$ cat src/rtl/mem32_master.sv
// mem32_master: single-outstanding command initiator for the 16-entry mem32
// word store. Accepts a read or write from the host, drives the mem32 strobes,
// and returns exactly one response per command with an OK, misaligned or
// timeout status. All outputs come straight from flops.
//
// Handshake: a command transfers on a rising edge where cmd_valid & cmd_ready
// are both 1; a response transfers on a rising edge where rsp_valid & rsp_ready
// are both 1. rsp_valid, rsp_rdata and rsp_code stay stable until that edge,
// and cmd_ready stays low while a command is outstanding.
module mem32_master #(
  parameter int unsigned TIMEOUT = 8
) (
  input  logic        Clk,
  input  logic        rst,
  input  logic        cmd_valid,
  output logic        cmd_ready,
  input  logic        cmd_we,
  input  logic [3:0]  cmd_addr,
  input  logic [31:0] cmd_wdata,
  output logic        rsp_valid,
  input  logic        rsp_ready,
  output logic [31:0] rsp_rdata,
  output logic [1:0]  rsp_code,
  output logic [7:0]  err_count,
  output logic        mem_wr,
  output logic        mem_rd,
  output logic [3:0]  mem_add,
  output logic [31:0] mem_wdata,
  input  logic [31:0] mem_rdata,
  input  logic        mem_valid,
  output logic [1:0]  dbg_state
);

  localparam int unsigned   CW       = $clog2(TIMEOUT) + 1;
  localparam logic [CW-1:0] CNT_LAST = CW'(TIMEOUT - 1);

  localparam logic [1:0] RSP_OK       = 2'b00;
  localparam logic [1:0] RSP_MISALIGN = 2'b01;
  localparam logic [1:0] RSP_TIMEOUT  = 2'b10;

  typedef enum logic [1:0] {
    S_IDLE = 2'd0,
    S_WR   = 2'd1,
    S_RD   = 2'd2,
    S_RESP = 2'd3
  } state_t;

  state_t        state_q, state_d;
  logic [CW-1:0] cnt_q, cnt_d;
  logic          cmd_ready_q, cmd_ready_d;
  logic          rsp_valid_q, rsp_valid_d;
  logic [31:0]   rsp_rdata_q, rsp_rdata_d;
  logic [1:0]    rsp_code_q, rsp_code_d;
  logic [7:0]    err_count_q, err_count_d;
  logic          mem_wr_q, mem_wr_d;
  logic          mem_rd_q, mem_rd_d;
  logic [3:0]    mem_add_q, mem_add_d;
  logic [31:0]   mem_wdata_q, mem_wdata_d;

  // Next-state, response capture and registered output decode.
  always_comb begin
    state_d     = state_q;
    cnt_d       = cnt_q;
    rsp_rdata_d = rsp_rdata_q;
    rsp_code_d  = rsp_code_q;
    err_count_d = err_count_q;
    mem_add_d   = mem_add_q;
    mem_wdata_d = mem_wdata_q;

    case (state_q)
      S_IDLE: begin
        if (cmd_valid && cmd_ready_q) begin
          if (cmd_addr[1:0] != 2'b00) begin
            // Misaligned commands never touch the memory bus.
            state_d     = S_RESP;
            rsp_code_d  = RSP_MISALIGN;
            rsp_rdata_d = 32'd0;
          end else if (cmd_we) begin
            state_d     = S_WR;
            mem_add_d   = cmd_addr;
            mem_wdata_d = cmd_wdata;
          end else begin
            state_d   = S_RD;
            cnt_d     = '0;
            mem_add_d = cmd_addr;
          end
        end
      end
      S_WR: begin
        state_d     = S_RESP;
        rsp_code_d  = RSP_OK;
        rsp_rdata_d = 32'd0;
      end
      S_RD: begin
        // A valid arriving on the last allowed edge still wins over timeout.
        if (mem_valid) begin
          state_d     = S_RESP;
          rsp_code_d  = RSP_OK;
          rsp_rdata_d = mem_rdata;
        end else if (cnt_q == CNT_LAST) begin
          state_d     = S_RESP;
          rsp_code_d  = RSP_TIMEOUT;
          rsp_rdata_d = 32'd0;
        end else begin
          cnt_d = cnt_q + CW'(1);
        end
      end
      S_RESP: begin
        if (rsp_ready) begin
          state_d = S_IDLE;
        end
      end
      default: begin
        state_d = S_IDLE;
      end
    endcase

    // Count error responses once, on entry to RESP, saturating at 255.
    if ((state_q != S_RESP) && (state_d == S_RESP) && (rsp_code_d != RSP_OK) &&
        (err_count_q != 8'hFF)) begin
      err_count_d = err_count_q + 8'd1;
    end

    cmd_ready_d = (state_d == S_IDLE);
    rsp_valid_d = (state_d == S_RESP);
    mem_wr_d    = (state_d == S_WR);
    mem_rd_d    = (state_d == S_RD);
  end

  // State and output registers with synchronous reset.
  always_ff @(posedge Clk) begin
    if (rst) begin
      state_q     <= S_IDLE;
      cnt_q       <= '0;
      cmd_ready_q <= 1'b0;
      rsp_valid_q <= 1'b0;
      rsp_rdata_q <= 32'd0;
      rsp_code_q  <= RSP_OK;
      err_count_q <= 8'd0;
      mem_wr_q    <= 1'b0;
      mem_rd_q    <= 1'b0;
      mem_add_q   <= 4'd0;
      mem_wdata_q <= 32'd0;
    end else begin
      state_q     <= state_d;
      cnt_q       <= cnt_d;
      cmd_ready_q <= cmd_ready_d;
      rsp_valid_q <= rsp_valid_d;
      rsp_rdata_q <= rsp_rdata_d;
      rsp_code_q  <= rsp_code_d;
      err_count_q <= err_count_d;
      mem_wr_q    <= mem_wr_d;
      mem_rd_q    <= mem_rd_d;
      mem_add_q   <= mem_add_d;
      mem_wdata_q <= mem_wdata_d;
    end
  end

  assign cmd_ready = cmd_ready_q;
  assign rsp_valid = rsp_valid_q;
  assign rsp_rdata = rsp_rdata_q;
  assign rsp_code  = rsp_code_q;
  assign err_count = err_count_q;
  assign mem_wr    = mem_wr_q;
  assign mem_rd    = mem_rd_q;
  assign mem_add   = mem_add_q;
  assign mem_wdata = mem_wdata_q;
  assign dbg_state = state_q;

endmodule

$ cat config.mk
export PLATFORM = sky130hd
export DESIGN_NAME = mem32_master
export DESIGN_NICKNAME = d
export VERILOG_FILES = /design/src/rtl/mem32_master.sv
export SDC_FILE = /design/constraint.sdc
export NUM_CORES = 1
export LEC_CHECK = 0
export ABC_AREA = 1
export BUFFER_PORTS_ARGS = -buffer_cell sky130_fd_sc_hd__buf_2
export CAP_MARGIN = 40
export CORE_ASPECT_RATIO = 1.4
export CORE_MARGIN = 2
export CORE_UTILIZATION = 43
export CTS_BUF_LIST = sky130_fd_sc_hd__clkbuf_2
export DETAILED_ROUTE_END_ITERATION = 10
export PLACE_DENSITY_LB_ADDON = 0.25
export SLEW_MARGIN = 0
export SYNTH_ARGS = -nofsm -noshare
export SYNTH_HDL_FRONTEND = slang
export SYNTH_SLANG_ARGS = --single-unit
export TNS_END_PERCENT = 50
$ cat constraint.sdc
create_clock -name Clk -period 1.4 [get_ports Clk]
set_input_delay 0.14 -clock Clk [delete_from_list [all_inputs] [get_ports Clk]]
set_output_delay 0.14 -clock Clk [all_outputs]
set_load 0.1 [all_outputs]
Yosys cells after proc, flatten, opt, wreduce, memory -nomap -nowiden
Index checks and enable logic that the tools add are counted.
{"block": "totals", "out_inout_bits": 84, "in_bits": 74, "register_bits": 88, "word_cells": 67}
{"block": "op_classes", "mux": 23, "bitwise": 1, "n_reduce_logical": 14, "eq_ne": 16, "add_sub_neg": 2}
{"op": "2-to-1 mux 32 bit", "n": 4}
{"op": "one-hot mux 32 bit (3 select lines)", "n": 1}
{"op": "2-to-1 mux 2 bit", "n": 10}
{"op": "2-to-1 mux 4 bit", "n": 5}
{"op": "!= test 2 bit, second input constant", "n": 7}
{"op": "adder 8 x 1 -> 8 bit, second input constant", "n": 1}
{"op": "equality test 2 bit, second input constant", "n": 4}
{"op": "!= test 8 bit, second input constant", "n": 1}
{"op": "one-hot mux 2 bit (4 select lines)", "n": 1}
{"op": "one-hot mux 4 bit (2 select lines)", "n": 1}
{"op": "AND reduction 4 bit", "n": 2}
{"op": "one-hot mux 2 bit (3 select lines)", "n": 1}
{"op": "AND reduction 6 bit", "n": 1}
{"op": "nonzero test 2 bit", "n": 3}
{"op": "adder 4 x 1 -> 4 bit, second input constant", "n": 1}
{"op": "equality test 2 x 1 -> 1 bit, second input constant", "n": 2}
{"op": "equality test 4 x 3 -> 1 bit, second input constant", "n": 1}
{"op": "logical AND 1 bit", "n": 4}
{"op": "zero test 2 bit", "n": 2}
{"op": "!= test 3 bit, second input constant", "n": 1}
{"op": "AND reduction 3 bit", "n": 1}
{"op": "nonzero test 3 bit", "n": 1}
{"op": "inverter 1 bit", "n": 1}

Depth between registers and ports, before layout
{"block": "depth", "word_depth": 8, "mapped_depth": 12, "mapped_depth_nobuf": 12}

Least setup slack after synthesis
OpenSTA, ideal clock, no wires.
{"block": "synth_path", "kind": "register to register", "startpoint": "register err_count_q[1] (netlist: err_count[1])", "endpoint": "register err_count_q[6] (netlist: err_count[6])", "required_time_ns": 1.330, "setup_time_ns": 0.070, "synth_period_minus_slack_ns": 2.235, "path_buffers": 0, "path_stages_with_launch": 8, "path_slack_ns": -0.835, "t_arrival_ns": 2.164, "path_cell_list": "dfxtp_1 ha_1 nand2_1 nor2_1 nand3_2 nand3_4 nand2_1 a21oi_1"}
{"block": "synth_between", "elab_chain_len": 2, "word_cells_on_any_way": 3, "cone_classes": "add/sub: 1; eq/ne: 1; reduce/logical: 1"}
{"element": "start: declaration", "line_no": "54", "text": "logic [7:0] err_count_q, err_count_d;"}
{"element": "start signal: assignment", "line_no": "151", "text": "err_count_q <= err_count_d;"}
{"element": "parallel branches: the longest is 2 deep, another holds adder 8 x 1 -> 8 bit"}
Parallel ways; which one is timed is not known.
A chain may end at the register's enable or synchronous reset.

Final worst setup path
{"block": "layout_path", "startpoint": "register cnt_q[0]", "endpoint": "register err_count_q[6] (netlist: err_count[6])"}
{"block": "layout_between", "elab_chain_len": 8, "word_cells_on_any_way": 12, "cone_classes": "eq/ne: 2; mux: 6; reduce/logical: 4"}
{"element": "start: declaration", "line_no": "49", "text": "logic [CW-1:0] cnt_q, cnt_d;"}
{"element": "start signal: assignment", "line_no": "146", "text": "cnt_q <= cnt_d;"}
{"element": "equality test 4 x 3 -> 1 bit (*)", "line_no": "100", "text": "end else if (cnt_q == CNT_LAST) begin"}
{"element": "2-to-1 mux 2 bit", "line_no": "100"}
{"element": "2-to-1 mux 2 bit", "line_no": "96", "text": "if (mem_valid) begin"}
{"element": "one-hot mux 2 bit (4 select lines)", "line_no": "70", "text": "case (state_q)"}
{"element": "equality test 2 bit", "line_no": "119", "text": "if ((state_q != S_RESP) && (state_d == S_RESP) && (rsp_code_d != RSP_OK) &&"}
{"element": "logical AND 1 bit", "line_no": "119"}
{"element": "logical AND 1 bit (*) (2 in series)", "line_no": "119"}
Every way passes the cells marked *; elsewhere a longest branch is shown, timed or not.

==> impl_metrics.py <==
metrics = {
    "placed_design": {
        "place_congestion": 0.8100,
        "placed_cells": 691,
        "placed_area_sq_mm": 0.004428,
        "port_buffers": 157,
        "dp_hpwl_mm": 6.009,
    },
    "detailed_routing": {
        "vias_per_cell": 4.917,
        "vias": 3845,
        "drt_first_pass_iters": 4,
        "drc": 0,
        "wirelength_mm": 11.31,
        "drt_first_iter_violations": 224,
        "ant_nets": 0,
        "wl_per_cell_microns": 14.46,
    },
    "layout": {
        "drive_gt1_frac": 0.3592,
        "fin_area_sq_mm": 0.005846,
        "area_growth_pct": 72.78,
        "final_cell_count_no_fill": 782,
        "antenna_cells": 0,
        "fin_nets": 756,
        "fillers": 516,
        "fin_util": 0.7589,
    },
    "floorplanning": {
        "num_rows": 38,
        "core_sq_mm": 0.007702,
        "fp.dieH_microns": 109.0,
        "chipWidth_microns": 78.97,
        "fp.dieArea_sq_mm": 0.008603,
        "start_util": 0.4392,
        "io_pins": 158,
    },
    "yosys": {
        "synth_area_per_cell_sq_um": 7.637,
        "yosysWarnings": 0,
        "syn_nets": 519,
        "syn_inst": 443,
        "yosys-top-cells-count": "nand2_1, dfxtp_1, nor2_1",
        "ys.flop_type": "dfxtp_1",
        "synth_most_common_cell": "nand2_1",
        "synth_top_area_share": 0.5207,
        "ys_seq_area_frac": 0.5207,
        "synth.area.top_cells": "dfxtp_1, nand2_1, nor2_1",
        "synth_top_cell_by_area": "dfxtp_1",
        "yosys.cell_types.count": 25,
        "ys_seq_elements": 88,
        "syn-cell-area_sq_mm": 0.003383,
        "synthArstFlopShare": 0,
        "synth_edf_count": 0,
    },
    "critical_path": {
        "crit_fanout": 5,
        "required_ps": 1880,
        "cpMostUsedCell": "nand2_4",
        "cp_slowest_cell": "dfxtp_2",
        "timing.critical_path.buf_inv": 1,
        "critPathKind": "flip-flop to flip-flop",
        "end_kind": "flip-flop",
        "critPathLaunchType": "flip-flop",
        "arrival_ps": 1910,
        "crit_chain": "ha_4 -> nand2_4 -> inv_4 -> nand2_4 -> nand2_4 -> nand2_4 -> nand2_4 -> nand3_4 -> nand3_4 -> nand2_1 -> a21oi_1",
        "cp_top_family": "simple AND/OR/NAND/NOR gates",
        "cpPeakStageDelay_ps": 400,
    },
    "clock_tree": {
        "cts_buffers": 9,
        "cts-root-buf": "clkbuf_2",
        "clk_latency_ps": 540,
        "path_clk_slew_ps": 210,
        "cts_sinks": 88,
        "htree_levels": 3,
        "clockBufferDepth": 2,
        "cts_tree": "yes",
    },
    "sta": {
        "drv_slew": 0,
        "timing_hold_violations_final": 0,
        "final.setup_skew_ps": 8.010,
        "period_minus_slack_ps": 1433,
        "layout_setup_ws_ps": -33.44,
        "max_freq_mhz": 697.6,
        "rsz0062_at_grt": "yes",
        "period_share": 1.024,
        "tightest_slew_ps": 544.7,
        "setup_viol_count_final": 14,
        "slew_headroom": 0.6369,
    },
    "global_routing": {
        "use_met3": 0.06209,
        "grt_pass1_vias": 3706,
        "grt_overflow_total": 0,
        "grt_max_degree": 51,
        "gr-usage-met1": 0.2613,
        "grt_use_total": 0.2450,
        "antenna_found_initial": 0,
        "grt_pass1_wl_mm": 16.71,
        "busiest_layer": "met2",
        "gr-usage-met2": 0.4473,
    },
    "outcome": {
        "status": "finished with violations",
        "violations": "negative setup slack",
    },
    "pwr": {
        "p_per_area_mw_per_mm2": 1268,
        "total_leakage_power_nw": 2.645,
        "ir_worst_vdd_mv": 1.034,
    },
    "job": {
        "cap_violations": 0,
    },
    "worst_hold_path": {
        "hp-class": "input port to flip-flop",
    },
}
## per-layer routing
layer / vias to the layer above / part of all wire
met4: 0 / 0.033
met5: - / 0
met1: 1778 / 0.37
met3: 34 / 0.060
li1: 1889 / -
met2: 144 / 0.53
## worst min-delay path, cell delays in order
cell and delay [ps]:
buf_2 90, inv_1 100, o21ai_2 100, o21ai_0 160, nor2_1 50
## logic make-up (layout without fill, tap and decap cells)
kind of cell,after synthesis,in the layout,synth area share
DFF,88,88,0.5207
AOI/OAI and AO/OA,84,84,0.1269
buffers and inverters,46,283,0.05547
xor gates and xnor gates,5,5,0.01294
adders and majority gates,2,2,0.007395
and+or+nand+nor,218,220,0.2766
## stage by stage
| step | total power [mW] | setup WS (ps) | setup TNS (ps) | hold WS, ps |
|---|---|---|---|---|
| 4_1_cts | 7.257 | -32.44 | -182.3 | 30.92 |
| 3_3_place_gp | 5.849 | -105.0 | -1079 | 360.9 |
| 5_1_grt | 7.720 | -135.2 | -4816 | 119.9 |
| 3_5_place_dp | 5.884 | -140.5 | -1760 | 370.9 |
| 2_1_floorplan | 5.226 | -74.00 | -1093 | 274.9 |
| 6_report | 7.412 | -33.44 | -161.7 | 111.7 |
## repair_timing
item                                    in CTS  in global routing
setup buffers                                3                  2
cloned                                       2                  0
hold buffers                                71                  0
pin swaps                                    7                  5
endpoints found under the hold margin       74                  0
resized for setup                          118                 80
endpoints found under the setup margin     160                131
## state kept, by name, summed over array words and instances, names as in the netlist, 2 cells and up
signal	cells
cnt_q	4
dbg_state	2
err_count	8
mem_add	4
mem_wdata	32
rsp_code	2
rsp_rdata	32
## placed cells by master, fill, tap and decap left out, types with 2 or more instances in the layout
master	instances
nand2_1	92
nor2_1	80
dfxtp_1	73
buf_2	73
dlygate4sd3_1	71
buf_6	66
a21oi_1	41
buf_4	30
o21ai_0	21
inv_1	17
o21ai_1	14
dfxtp_4	11
clkbuf_2	10
nand3_1	9
nand2_2	8
nor2_4	7
nand2_4	7
nand4_1	7
a21oi_2	5
xor2_1	5
inv_2	4
nand3_4	4
dfxtp_2	4
buf_12	4
inv_4	3
nor3_1	2
nand3_2	2
ha_4	2
clkinv_1	2
buf_8	2
## final timing paths
kind                                            startpoint                         end  cells past startpoint  slack (ps)
worst max-delay path                 cnt_q[0]$_SDFFE_PP0P_   err_count[6]$_SDFFE_PP0P_                     11         -30
worst min-delay path                                cmd_we       cnt_q[3]$_SDFFE_PP0P_                      5         110
worst max register to register       cnt_q[0]$_SDFFE_PP0P_   err_count[6]$_SDFFE_PP0P_                     11         -30
worst min register to register  rsp_rdata[25]$_SDFFE_PP0P_  rsp_rdata[25]$_SDFFE_PP0P_                      2         480
## power breakdown
part	total, mW	switching, mW	internal [mW]
clock network	1.00	0.802	0.199
registers	2.91	0.185	2.72
logic	3.51	2.47	1.03
total	7.41	3.46	3.95
## area by class of cell
| cell class | count | area [sq um] | share of cell area |
|---|---|---|---|
| tap | 100 | 125.1 | 0.02140 |
| sequential | 88 | 1808 | 0.3093 |
| inverter | 24 | 97.59 | 0.01670 |
| clock buffer | 10 | 50.05 | 0.008562 |
| timing repair buffer | 246 | 2155 | 0.3686 |
| clock inverter | 3 | 12.51 | 0.002140 |
| multi-input combinational | 311 | 1598 | 0.2733 |
No activity file was read; power rests on OpenSTA's default activity.
